<file path="config.mk">
export PLATFORM = sky130hd
export DESIGN_NAME = display_scan_controller
export DESIGN_NICKNAME = d
export VERILOG_FILES = /design/src/rtl/display_scan_controller.sv
export SDC_FILE = /design/constraint.sdc
export NUM_CORES = 1
export LEC_CHECK = 0
export ABC_AREA = 1
export BUFFER_PORTS_ARGS = -buffer_cell sky130_fd_sc_hd__buf_2
export CAP_MARGIN = 20
export CORE_ASPECT_RATIO = 1.1
export CORE_MARGIN = 2
export CORE_UTILIZATION = 55
export DETAILED_ROUTE_END_ITERATION = 12
export PLACE_DENSITY = 0.79
export SETUP_SLACK_MARGIN = 0.5
export SYNTH_ARGS = -nofsm -noshare
export SYNTH_HDL_FRONTEND = slang
export SYNTH_SLANG_ARGS = --single-unit
export TNS_END_PERCENT = 50
</file>
<file path="constraint.sdc">
create_clock -name clk -period 6.55 [get_ports clk]
set_input_delay 0.3275 -clock clk [delete_from_list [all_inputs] [get_ports clk]]
set_output_delay 0.3275 -clock clk [all_outputs]
set_load 0.1 [all_outputs]
</file>
<file path="src/rtl/display_scan_controller.sv">
`default_nettype none
// +--------------------------------------------------------------------------+
// | display_scan_controller                                                  |
// | 4-digit multiplexed 7-segment scan: dead-time, enable, blink, PWM.       |
// | Revision: 1.0                                                            |
// +--------------------------------------------------------------------------+
module display_scan_controller #(
  parameter int CLK_DIV     = 1000,
  parameter int DEAD_CYCLES = 16,
  parameter int BLINK_DIV   = 64
) (
  input  logic       clk,
  input  logic       rst_n,
  input  logic       load,
  input  logic [6:0] digit0,
  input  logic [6:0] digit1,
  input  logic [6:0] digit2,
  input  logic [6:0] digit3,
  input  logic [3:0] enable,
  input  logic [3:0] blink,
  input  logic [3:0] brightness,
  output logic [6:0] segment,
  output logic [3:0] indicator,
  output logic       frame_done
);

  localparam int STEP = (CLK_DIV - DEAD_CYCLES) / 15;
  localparam int PW   = $clog2(CLK_DIV);
  localparam int FW   = (BLINK_DIV > 1) ? $clog2(BLINK_DIV) : 1;
  // Four spare bits keep brightness*STEP and the slot offset from wrapping.
  localparam int TW   = PW + 4;

  logic [PW-1:0]     r_presc;
  logic [1:0]        r_slot;
  logic [FW-1:0]     r_frame_cnt;
  logic              r_blink_phase;

  logic [3:0][6:0]   r_sh_dig;
  logic [3:0]        r_sh_en;
  logic [3:0]        r_sh_blink;
  logic [3:0]        r_sh_bright;

  logic [3:0][6:0]   r_act_dig;
  logic [3:0]        r_act_en;
  logic [3:0]        r_act_blink;
  logic [3:0]        r_act_bright;

  logic [6:0]        r_seg;
  logic [3:0]        r_ind;
  logic              r_frame_done;

  logic [3:0][6:0]   w_in_dig;
  logic              w_slot_end;
  logic              w_frame_end;
  logic              w_in_dead;
  logic [TW-1:0]     w_offset;
  logic [TW-1:0]     w_thresh;
  logic              w_lit;

  assign w_in_dig    = {digit3, digit2, digit1, digit0};
  assign w_slot_end  = (r_presc == PW'(CLK_DIV - 1));
  assign w_frame_end = w_slot_end && (r_slot == 2'd3);

  assign w_in_dead = (r_presc < PW'(DEAD_CYCLES));
  assign w_offset  = TW'(r_presc) - TW'(DEAD_CYCLES);
  assign w_thresh  = TW'(r_act_bright) * TW'(STEP);

  assign w_lit = r_act_en[r_slot]
              && !(r_act_blink[r_slot] && r_blink_phase)
              && !w_in_dead
              && (w_offset < w_thresh);

  always_ff @(posedge clk or negedge rst_n) begin
    if (!rst_n) begin
      r_presc       <= '0;
      r_slot        <= '0;
      r_frame_cnt   <= '0;
      r_blink_phase <= 1'b0;
      r_sh_dig      <= '0;
      r_sh_en       <= '0;
      r_sh_blink    <= '0;
      r_sh_bright   <= '0;
      r_act_dig     <= '0;
      r_act_en      <= '0;
      r_act_blink   <= '0;
      r_act_bright  <= '0;
      r_seg         <= '0;
      r_ind         <= 4'b1111;
      r_frame_done  <= 1'b0;
    end else begin
      r_presc <= w_slot_end ? '0 : r_presc + PW'(1);
      if (w_slot_end) begin
        r_slot <= r_slot + 2'd1;
      end

      if (load) begin
        r_sh_dig    <= w_in_dig;
        r_sh_en     <= enable;
        r_sh_blink  <= blink;
        r_sh_bright <= brightness;
      end

      // A load landing exactly on the boundary must reach the very next frame.
      if (w_frame_end) begin
        r_act_dig    <= load ? w_in_dig   : r_sh_dig;
        r_act_en     <= load ? enable     : r_sh_en;
        r_act_blink  <= load ? blink      : r_sh_blink;
        r_act_bright <= load ? brightness : r_sh_bright;
        if (r_frame_cnt == FW'(BLINK_DIV - 1)) begin
          r_frame_cnt   <= '0;
          r_blink_phase <= ~r_blink_phase;
        end else begin
          r_frame_cnt <= r_frame_cnt + FW'(1);
        end
      end

      r_frame_done <= w_frame_end;
      r_ind        <= w_lit ? ~(4'b0001 << r_slot) : 4'b1111;
      r_seg        <= w_lit ? r_act_dig[r_slot] : 7'b0000000;
    end
  end

  assign segment    = r_seg;
  assign indicator  = r_ind;
  assign frame_done = r_frame_done;

endmodule
`default_nettype wire

</file>
# After elaboration in Yosys (flattened, before gate mapping)
# Index checks and enable logic that the tools add are counted.
[word_totals]
out_inout_bits = 12
reg_bits = 111
input_bits = 43
elab_cells = 57
[classes]
reduce_logical = 8
mul = 1
muxes = 14
order_cmp = 3
n_shift = 1
n_bitwise = 2
n_addsub = 4
eq_ne = 3
[ops]
columns = ["operator", "count"]
rows = [
  ["2-to-1 mux 28 bit", 1],
  ["2-to-1 mux 4 bit", 4],
  ["binary-select mux 7 bit (select 2 bit)", 1],
  ["< comparator 14 x 11 -> 1 bit", 1],
  ["2-to-1 mux 7 bit", 2],
  ["multiplier 4 x 7 -> 11 bit (second input constant)", 1],
  ["subtractor 10 x 5 -> 11 bit (second input constant)", 1],
  ["adder 10 x 1 -> 10 bit (second input constant)", 1],
  ["== test 10 bit (second input constant)", 1],
  ["< comparator 10 x 5 -> 1 bit (second input constant)", 1],
  ["2-to-1 mux 10 bit", 1],
  ["adder 6 x 1 -> 6 bit (second input constant)", 1],
  ["== test 6 bit (second input constant)", 1],
  ["2-to-1 mux 6 bit", 1],
  ["logical AND 1 bit", 5],
  ["binary-select mux 1 bit (select 2 bit)", 2],
  ["NOT 4 bit", 1],
  ["left shift 1 x 2 -> 4 bit (first input constant)", 1],
  ["< comparator 2 x 3 -> 1 bit (second input constant)", 1],
  ["adder 2 x 1 -> 2 bit (second input constant)", 1],
  ["== test 2 bit (second input constant)", 1],
  ["zero test 1 bit", 2],
  ["2-to-1 mux 1 bit", 2],
  ["AND reduction 2 bit", 1],
  ["NOT 1 bit", 1],
]

# Logic depth before layout (Yosys ltp)
# Gate-level depths: netlist of run 1.
[depth]
depth_word = 8
mapped_depth = 16
depth_no_buf = 15

# Worst setup path after synthesis of run 1
# Ideal clock, no wire load.
[synth_timing]
kind = "register -> register"
start = "register r_presc[5]"
end = "register r_seg[0] (netlist: segment[0])"
n_path_buf = 1
arrival_time_ns = 2.204
required_ns = 6.476
setup_ns = 0.074
synth_period_minus_slack_ns = 2.277
path_stages_with_launch = 17
setup_slack_ns = 4.273
cell_sequence = "dfrtp_1 -> buf_4 -> nor2_1 -> nand2_1 -> nor2_1 -> inv_1 -> or2_2 -> nand2_1 -> nand2_1 -> ha_1 -> nand2_1 -> inv_1 -> nand2_1 -> nand3_1 -> nor2_1 -> nand3_2 -> nor2_1"
[synth_between]
elab_chain_len = 5
elab_cells_between_ends = 7
classes_between = "1 x add/sub; 2 x order compare; 1 x mux; 3 x reduce/logical"
[synth_lines]
columns = ["element", "line_no", "rtl"]
rows = [
  ["start, declared", "33", "logic [PW-1:0] r_presc;"],
  ["start signal, assigned", "91", "r_presc <= w_slot_end ? '0 : r_presc + PW'(1);"],
  ["parallel branches: the longest is 3 deep, another holds < comparator 14 x 11 -> 1 bit", "-", ""],
  ["logical AND 1 bit (*)", "71", "&& (w_offset < w_thresh);"],
  ["2-to-1 mux 7 bit (*)", "119", "r_seg <= w_lit ? r_act_dig[r_slot] : 7'b0000000;"],
  ["end signal, assigned", "119", ""],
  ["end, declared", "48", "logic [6:0] r_seg;"],
]
# Every way passes the cells marked *.
# A chain may end at the register's enable or synchronous reset.

# Worst setup path after layout of run 1
# Ends and elaborated chain as after synthesis.

==> results by group, run 1 <==
STA
  – Tmin final: 2.62 ns
  – Final setup viols: 0
  – Max-slew violation count: 0
  – Setup_tns: 0 ns
  – Final period utilization: 40.0%
  – Peak Freq: 382 MHz
  – Final hold violation count: 0
  – Clk_skew: 0.0113 ns
  – Slew headroom: a little over two fifths
  – Worst slew pin tran: 0.858 ns
  – RSZ-0062 raised after global routing: no

Floorplan
  – Core Area: 8780 µm²
  – Initial Util: 56.2%
  – Chip width: 94.3 µm
  – Die height: ~100 µm
  – Die Area: 9750 µm²
  – # rows: 36
  – I/O pin count: 55

Route
  – Drt total wl: around 9.2 mm
  – Drt via density: between 5 and 6
  – Via count: approximately 3400
  – DRC Markers: 0
  – Router iterations before antenna repair: 5
  – ANT nets after route: 0
  – Initial drt markers: around 230
  – DR WL/cell: 13.7 µm

Clock network
  – CTS tree: done
  – Clock transition at path regs: about 0.11 ns
  – H-tree levels: 3
  – Max clock buf depth: 2
  – CTS Root Cell: clkbuf_8
  – PostCTS Resize Cnt: 0
  – CTS Buf Count: 9
  – TritonCTS Sinks: 111
  – Skew-Pair Late Insertion Delay: 0.37 ns

Synthesis
  – Area contributors post-synth: dfrtp_1 (54%), nand2_1 (11%), mux2_2 (9.1%)
  – Mapped Cells: 501
  – Syn Nets: 557
  – Syn_area_per_cell: around 10 µm²
  – Post-synthesis sequential area ratio: 56.4%
  – Yosys top cell area share: a little over half
  – Yosys reg bits: 111
  – Ys Warns: 0
  – Post-synth top area cell: dfrtp_1
  – Distinct cells, synth: 30
  – Netlist Area Pre-Place: a little under 5000 µm²

Layout
  – Diode count: 0
  – NumNets Final: 607
  – Layout Cells excl Fill: 670
  – Fill count: 721
  – Layout area overhead: 11.0%
  – Core Util, Final: around 62%
  – Layout cell share with drive strength beyond 1: 23.6%

Power and ir drop
  – Leak: 0.00266 µW
  – Maximum vdd ir drop: 0.156 mV
  – Pwr dens: 224 nW/µm²

Critical path
  – Critical path, cell by cell: nor2_1 -> nand2_1 -> nor2_1 -> inv_1 -> or2_2 -> nand2_1 -> nand2_1 -> ha_1 -> a21oi_1 -> nand3_1 -> nor2_1 -> nand3_2 -> nor2_1
  – CP Launch Type: flop
  – Critical Path Max Stage Delay: 0.47 ns
  – Delay-heaviest family, CP: simple AND/OR/NAND/NOR gates
  – WP buf/inv: 1
  – Crit end category: flop
  – Slowest cell on the critical path: dfrtp_1
  – Crit-path max FO: 8
  – Most used cell, CP: nor2_1
  – Crit path required time: 6.86 ns
  – Crit path DAT: roughly 2.9 ns
  – WS Path Type: flop to flop

Global route
  – First-pass GRT wire length: 15.1 mm
  – Met2 usage: 30.1%
  – Largest net degree at the start of global routing: 87
  – GRT met3 Usage: under 10%
  – Vias in the first global route: 3184
  – Grt total ovfl: 0
  – GRT Total Usage: 19.9%
  – Busiest layer in global routing: met2
  – Grt met1 use: 29.4%
  – Initial antenna violation count: 0

Place
  – Dpl cells: 652
  – IO buf count: 54
  – Gpl congestion: 0.856
  – Final HPWL DP: 6.20 mm

Job
  – Max_cap viols: 0

Run status
  – Outcome: finished clean

Min path
  – Min-Delay Path Class: input port to flop
[synthesized netlist by cell type (all sizes together)]
master,n
nand2,145
dfrtp,107
inv,47
mux2,40
o21ai,40
nor2,28
a21oi,18
buf,16
nand3,16
ha,13
nor3,9
dfstp,4
nand4,4
clkbuf,3
xnor2,3
xor2,3
clkinv,1
nand3b,1
nor3b,1
o21bai,1
or2,1
[cell type report]
type                            instances  area (µm²)  area share, %
Timing Repair Buffer                   58         325           5.93
Inverter                               48         180           3.29
Clock inverter                          6        78.8           1.44
Sequential cell                       111        2780           50.8
Tap cell                              114         143           2.60
Multi-Input combinational cell        323        1840           33.5
Clock buffer                           10         138           2.51
[layer usage]
| metal | up-vias | wire (µm) |
|---|---|---|
| met2 | 60 | 4390 |
| met5 | - | 0 |
| met4 | 0 | 93 |
| met3 | 7 | 302 |
| li1 | 1694 | - |
| met1 | 1609 | 4420 |
[worst paths after layout]
kind | startpoint | end | slack (ns) | cells past startpoint
max in group asynchronous | rst_n | indicator[0] | 5.05 | 4
worst max-delay path | r_presc[5] | segment[0] | 3.93 | 13
min in group asynchronous | rst_n | r_presc[2] | 0.38 | 2
worst min-delay path | digit1[3] | r_sh_dig[10] | 0.19 | 2
worst max register to register | r_presc[5] | segment[0] | 3.93 | 13
worst min register to register | r_act_dig[23] | r_act_dig[23] | 0.48 | 2
[cells in the final DEF (no fill, tap or decap), drive strengths merged, types with 3 or more instances in the layout]
cell and n:
o21ai 40, nor2 28, dfrtp 107, nand3 16, dfstp 4, nor3 9
mux2 40, nand2 145, clkbuf 10, a21oi 18, xnor2 3, ha 13
buf 57, inv 52, xor2 3, nand4 4
[through the flow]
| stage | hold slack, ns | worst slack, ns | area, µm² | power, µW |
|---|---|---|---|---|
| final | 0.194 | 3.93 | 5480 | 1230 |
| after detailed placement | 0.248 | 4.01 | 5230 | 795 |
| after global routing | 0.193 | 3.69 | 5480 | 1270 |
| after floorplan | 0.0319 | 4.27 | 4940 | 761 |
| after CTS | 0.186 | 3.95 | 5460 | 1230 |
| after global placement | 0.246 | 4.19 | 5230 | 792 |
[sequential cells by signal, indices dropped and copies added (netlist names), 6 cells and up]
signal	cells
r_sh_dig	28
segment	7
r_presc	10
r_act_dig	28
r_frame_cnt	6
[cells by family after synthesis]
group / share of synthesized area, %
compound gates: 6.03
xor+xnor: 1.06
buf+inv: 6.56
simple gates: 17.6
flops: 56.4
fa+ha+maj: 3.29
mux: 9.12
[power by group]
| group | switching [µW] | total [µW] | internal (µW) |
|---|---|---|---|
| Clock | 247 | 444 | 197 |
| Combinational | 33.5 | 67.1 | 33.6 |
| Sequential | 5.63 | 715 | 709 |
| Total | 286 | 1230 | 940 |
[timing repair]
item                      4_1_cts  5_1_grt
hold endpoints to repair       25        0
hold buffers                    1        0
setup buffers                   0        0
Note: power is estimated with default switching activity, not from simulation.
==> run 2: changes to the inputs <==
Clock period 6.55 ns to 2.6 ns, I/O delays scaled along.
==> results by group, run 2 (same netlist as run 1, synthesis figures left out) <==
STA
  – Final period utilization: 82.8%
  – Peak Freq: roughly 460 MHz
  – Slew headroom: 41.7%
  – Clk_skew: between 0.015 and 0.02 ns
  – Tmin final: 2.15 ns
  – Worst slew pin tran: 0.875 ns
  – Final hold violation count: 0
  – Setup_tns: 0 ns
  – RSZ-0062 raised after global routing: yes
  – Final setup viols: 0
  – Max-slew violation count: 0

Route
  – DR WL/cell: 14.2 µm
  – Drt via density: around 5.1
  – Drt total wl: 9.96 mm
  – DRC Markers: 0
  – ANT nets after route: 0
  – Via count: 3581
  – Initial drt markers: 219
  – Router iterations before antenna repair: 4

Run status
  – Outcome: finished clean

Critical path
  – Delay-heaviest family, CP: simple AND/OR/NAND/NOR gates
  – Crit end category: flop
  – Critical Path Max Stage Delay: 0.45 ns
  – WS Path Type: flop to flop
  – Critical path, cell by cell: nor2_4 -> nand2_2 -> nor2_1 -> inv_1 -> or2_4 -> nand2_2 -> nand2_2 -> ha_4 -> a21oi_4 -> nand3_2 -> nor2_4 -> nand3_4 -> nor2_2
  – Crit path required time: 2.91 ns
  – WP buf/inv: 1
  – Worst Reg-to-Reg Cells: 13
  – Crit path DAT: 2.46 ns
  – R2R setup slack: between 0.4 and 0.5 ns
  – Slowest cell on the critical path: dfrtp_2
  – Most used cell, CP: nand2_2
  – Worst flop-to-flop path startpoint: r_presc[4]
  – Worst reg2reg endpoint: segment[5]
  – Crit-path max FO: 7
  – CP Launch Type: flop

Min path
  – Hold Path Depth: 2
  – Worst Min Path Start: digit3[5]
  – Min-Delay Path Class: input port to flop
  – Hold endpoint: r_sh_dig[26]

Place
  – Dpl cells: ~650
  – IO buf count: 54
  – Final HPWL DP: 6.75 mm
  – Gpl congestion: 0.880

Clock network
  – H-tree levels: 3
  – TritonCTS Sinks: 111
  – Skew-Pair Late Insertion Delay: 0.38 ns
  – Max clock buf depth: 2
  – CTS tree: done
  – CTS Buf Count: 9
  – Clock transition at path regs: approximately 0.12 ns
  – CTS Root Cell: clkbuf_8

Layout
  – Diode count: 0
  – Layout Cells excl Fill: 702
  – Layout area overhead: 18.9%
  – Most frequent cells in the layout: nand2_1 (137), dfrtp_1 (105), buf_2 (53)
  – NumNets Final: 639
  – Commonest non-fill, non-tap cell in the layout: nand2_1
  – Largest registers: r_act_dig x28, r_sh_dig x28, r_presc x10
  – Layout cell share with drive strength beyond 1: a little over a quarter

Floorplan
  – I/O pin count: 55
  – Die Area: 9750 µm²
  – Chip width: 94.3 µm
  – # rows: 36
  – Core Area: 8780 µm²
  – Initial Util: 56.2%
  – Die height: 103 µm

Global route
  – Vias in the first global route: 3532
  – Largest net degree at the start of global routing: 81
  – Grt total ovfl: 0
  – Initial antenna violation count: 0
  – GRT Total Usage: 21.7%
  – First-pass GRT wire length: 16.3 mm

Power and ir drop
  – Flop pwr share: between 50% and 60%
  – Maximum vdd ir drop: 0.358 mV
  – Leak: 0.00282 µW
  – Sw frac: approximately a quarter
  – Gate power share: 6.6%
  – Pint: 2280 µW
  – Clock power frac: approximately 34%
  – Net Switching: 746 µW
  – Pwr dens: around 520 nW/µm²

Job
  – Max_cap viols: 0
==> run 2: cell type report <==
class	count	area, µm²
fillers	659	2910
flip-flops and latches	111	2790
multi-input cells	323	1930
repair buffers	90	629
inverters	48	180
well taps	114	143
clock buffers	9	124
clock inverters	7	81.3
==> run 2: power by group through the flow <==
stage          Clock, µW  Combinational [µW]  Sequential, µW
2_1_floorplan          0                87.9            1830
3_3_place_gp           0                 163            1830
3_5_place_dp           0                 170            1840
4_1_cts             1050                 201            1800
5_1_grt             1120                 223            1810
6_report            1030                 200            1800
==> run 2: per-layer routing <==
layer | wire length, µm | vias up | global-route usage, %
li1 | - | 1764 | -
met1 | 4430 | 1726 | 29.3
met2 | 4920 | 74 | 34.6
met3 | 379 | 17 | 4.35
met4 | 232 | 0 | 9.36
met5 | 0 | - | 0
==> run 2: worst reg2reg max path: stages, from the launching register on <==
cell	delay, ns
dfrtp_2	0.45
nor2_4	0.12
nand2_2	0.06
nor2_1	0.08
inv_1	0.07
or2_4	0.24
nand2_2	0.07
nand2_2	0.06
ha_4	0.24
a21oi_4	0.13
nand3_2	0.11
nor2_4	0.16
nand3_4	0.15
nor2_2	0.13
==> run 2: timing repair <==
action	4_1_cts	5_1_grt
hold buffers	26	2
pin swaps	5	8
hold endpoints to repair	56	2
resized for setup	11	11
setup buffers	4	0
setup endpoints to repair	11	11
==> run 2: through the flow <==
step	util, %	cell area, µm²	setup WS [ns]	hold slack [ns]	total power (µW)
2_1_floorplan	-	4960	0.471	-0.166	1920
3_3_place_gp	60.0	5270	0.349	0.0920	2000
3_5_place_dp	60.0	5270	0.222	0.106	2010
4_1_cts	66.2	5810	0.517	0.000735	3060
5_1_grt	66.8	5870	0.327	0.000792	3150
6_report	66.8	5870	0.448	0.0137	3030
==> run 2: worst max path at each step <==
| stage | from | to | slack (ns) | depth (start not counted) |
|---|---|---|---|---|
| 2_1_floorplan | r_presc[5] | segment[0] | 0.47 | 16 |
| 3_3_place_gp | r_presc[4] | segment[0] | 0.35 | 15 |
| 3_5_place_dp | r_presc[4] | segment[4] | 0.22 | 15 |
| 4_1_cts | r_presc[5] | segment[2] | 0.52 | 15 |
| 5_1_grt | r_presc[4] | segment[5] | 0.33 | 15 |
| 6_report | r_presc[4] | segment[5] | 0.45 | 13 |
==> run 3: changes to the inputs <==
Clock period 2.6 ns to 2.2 ns, I/O delays scaled along.
==> results by group, run 3 (same netlist as run 1, synthesis figures left out) <==
Global route
  – GRT Total Usage: a little under a quarter
  – Busiest layer in global routing: met2
  – Grt met1 use: 30.1%
  – Largest net degree at the start of global routing: 51
  – Initial antenna violation count: 0
  – Grt total ovfl: 0
  – First-pass GRT wire length: 17.7 mm
  – Vias in the first global route: 3848
  – Met2 usage: approximately 41%
  – GRT met3 Usage: 3.48%

Floorplan
  – Die height: 103 µm
  – Chip width: 94.3 µm
  – Die Area: 9750 µm²
  – I/O pin count: 55
  – # rows: 36
  – Core Area: 8780 µm²
  – Initial Util: 56.2%

Clock network
  – CTS Root Cell: clkbuf_8
  – Max clock buf depth: 2
  – Clock transition at path regs: roughly 0.11 ns
  – TritonCTS Sinks: 111
  – CTS Buf Count: 9
  – CTS tree: done
  – Skew-Pair Late Insertion Delay: between 0.3 and 0.4 ns
  – H-tree levels: 3

Route
  – DRC Markers: 0
  – DR WL/cell: 15.8 µm
  – Drt via density: 5.29
  – Drt total wl: between 10 and 15 mm
  – Via count: between 3000 and 4000
  – Initial drt markers: 274
  – ANT nets after route: 0
  – Router iterations before antenna repair: 5

Place
  – Gpl congestion: 0.859
  – Final HPWL DP: 6.88 mm
  – Dpl cells: 661
  – IO buf count: 54
  – Placement Setup Slack: 0.0165 ns

STA
  – Max-slew violation count: 0
  – Final worst slack: 0.0915 ns
  – Final period utilization: 95.8%
  – Final hold violation count: 0
  – Worst slew pin tran: just under 0.5 ns
  – Clk_skew: 0.0196 ns
  – Tmin final: 2.11 ns
  – Final setup viols: 0
  – Slew headroom: around two thirds
  – Peak Freq: about 470 MHz
  – RSZ-0062 raised after global routing: yes

Layout
  – Core Util, Final: 70.7%
  – Diode count: 0
  – Fill count: 600
  – Layout area overhead: 25.8%
  – Layout cell share with drive strength beyond 1: 28.3%
  – Layout Cells excl Fill: 732
  – Largest registers: r_act_dig x28, r_sh_dig x28, r_presc x10
  – NumNets Final: between 600 and 700
  – Commonest non-fill, non-tap cell in the layout: nand2_1
  – Most frequent cells in the layout: nand2_1 (135), dfrtp_1 (105), buf_2 (53)

Critical path
  – Crit path required time: 2.51 ns
  – Crit-path max FO: 7
  – Crit end category: flop
  – CP Launch Type: flop
  – WS Path Type: flop to flop
  – Crit path DAT: 2.42 ns

Power and ir drop
  – Leak: 0.00299 µW
  – Maximum vdd ir drop: approximately 0.49 mV
  – Pwr dens: 588 nW/µm²

Run status
  – Outcome: finished clean

Min path
  – Min-Delay Path Class: input port to flop

Job
  – Max_cap viols: 0
-- run 3: cell count changes in the layout (fill, tap and decap cells not counted), moves of 2 or more --
cell	before	now
ha_1	12	10
nor2_1	19	23
nand2_4	1	3
nor2_2	5	2
clkinv_4	2	0
dlygate4sd3_1	28	39
buf_4	7	21
nand2_1	137	135
ha_4	1	3
buf_12	1	3
-- run 3: report_power, final --
part / switching, µW / total [µW] / internal [µW]
logic: 114 / 258 / 145
registers: 18.4 / 2130 / 2110
clock network: 795 / 1270 / 471
total: 927 / 3650 / 2730
-- run 3: worst paths after layout --
path                         startpoint            end  cells past startpoint  slack [ns]
max in group asynchronous         rst_n   indicator[0]                      3        1.24
min reg2reg                r_act_dig[0]   r_act_dig[0]                      2        0.48
min                           digit3[4]   r_sh_dig[25]                      2       0.008
min in group asynchronous         rst_n  r_sh_blink[1]                      2        0.18
max reg2reg                  r_presc[5]     segment[2]                     15        0.09
max                          r_presc[5]     segment[2]                     15        0.09
-- run 3: layout make-up --
cell class	count	area [µm²]	share of cell area, %
clock buffers	9	124	1.99
flip-flops and latches	111	2790	44.8
multi-input cells	324	1970	31.7
well taps	114	143	2.30
inverters	48	180	2.90
repair buffers	119	921	14.8
clock inverters	7	88.8	1.43
-- run 3: what timing repair did --
action,4_1_cts,5_1_grt
cloned,1,3
buffers inserted,6,6
hold buffers,39,0
resized for setup,9,18
pin swaps,10,6
endpoints found under the hold margin,68,0
endpoints found under the setup margin,52,51
-- run 3: stage by stage --
| step | total power, µW | cell area [µm²] | setup TNS (ns) | hold WS [ns] |
|---|---|---|---|---|
| after floorplan | 2270 | 4960 | 0 | -0.186 |
| after global placement | 2360 | 5340 | 0 | 0.0677 |
| after detailed placement | 2380 | 5340 | 0 | 0.0802 |
| after CTS | 3680 | 6050 | 0 | 0.000414 |
| after global routing | 3800 | 6210 | -0.110 | 0.0156 |
| final | 3650 | 6210 | 0 | 0.00849 |
-- run 3: critical path: stages (launching register included) --
cell and delay [ns]:
dfrtp_1 0.43, nor2_4 0.13, nand2_2 0.07, nor2_1 0.08, inv_1 0.06, or2_4 0.24
nand2_2 0.07, nand2_2 0.06, ha_4 0.24, nand2_4 0.08, inv_2 0.04, nand2_2 0.07
nand3_2 0.08, nor2_4 0.12, nand3_4 0.12, nor2_1 0.16
-- run 3: per-layer routing --
| metal | vias up | share of wire (%) |
|---|---|---|
| met4 | 0 | 2.7 |
| met5 | - | 0 |
| li1 | 1829 | - |
| met1 | 1891 | 43 |
| met2 | 122 | 50 |
| met3 | 32 | 4.2 |
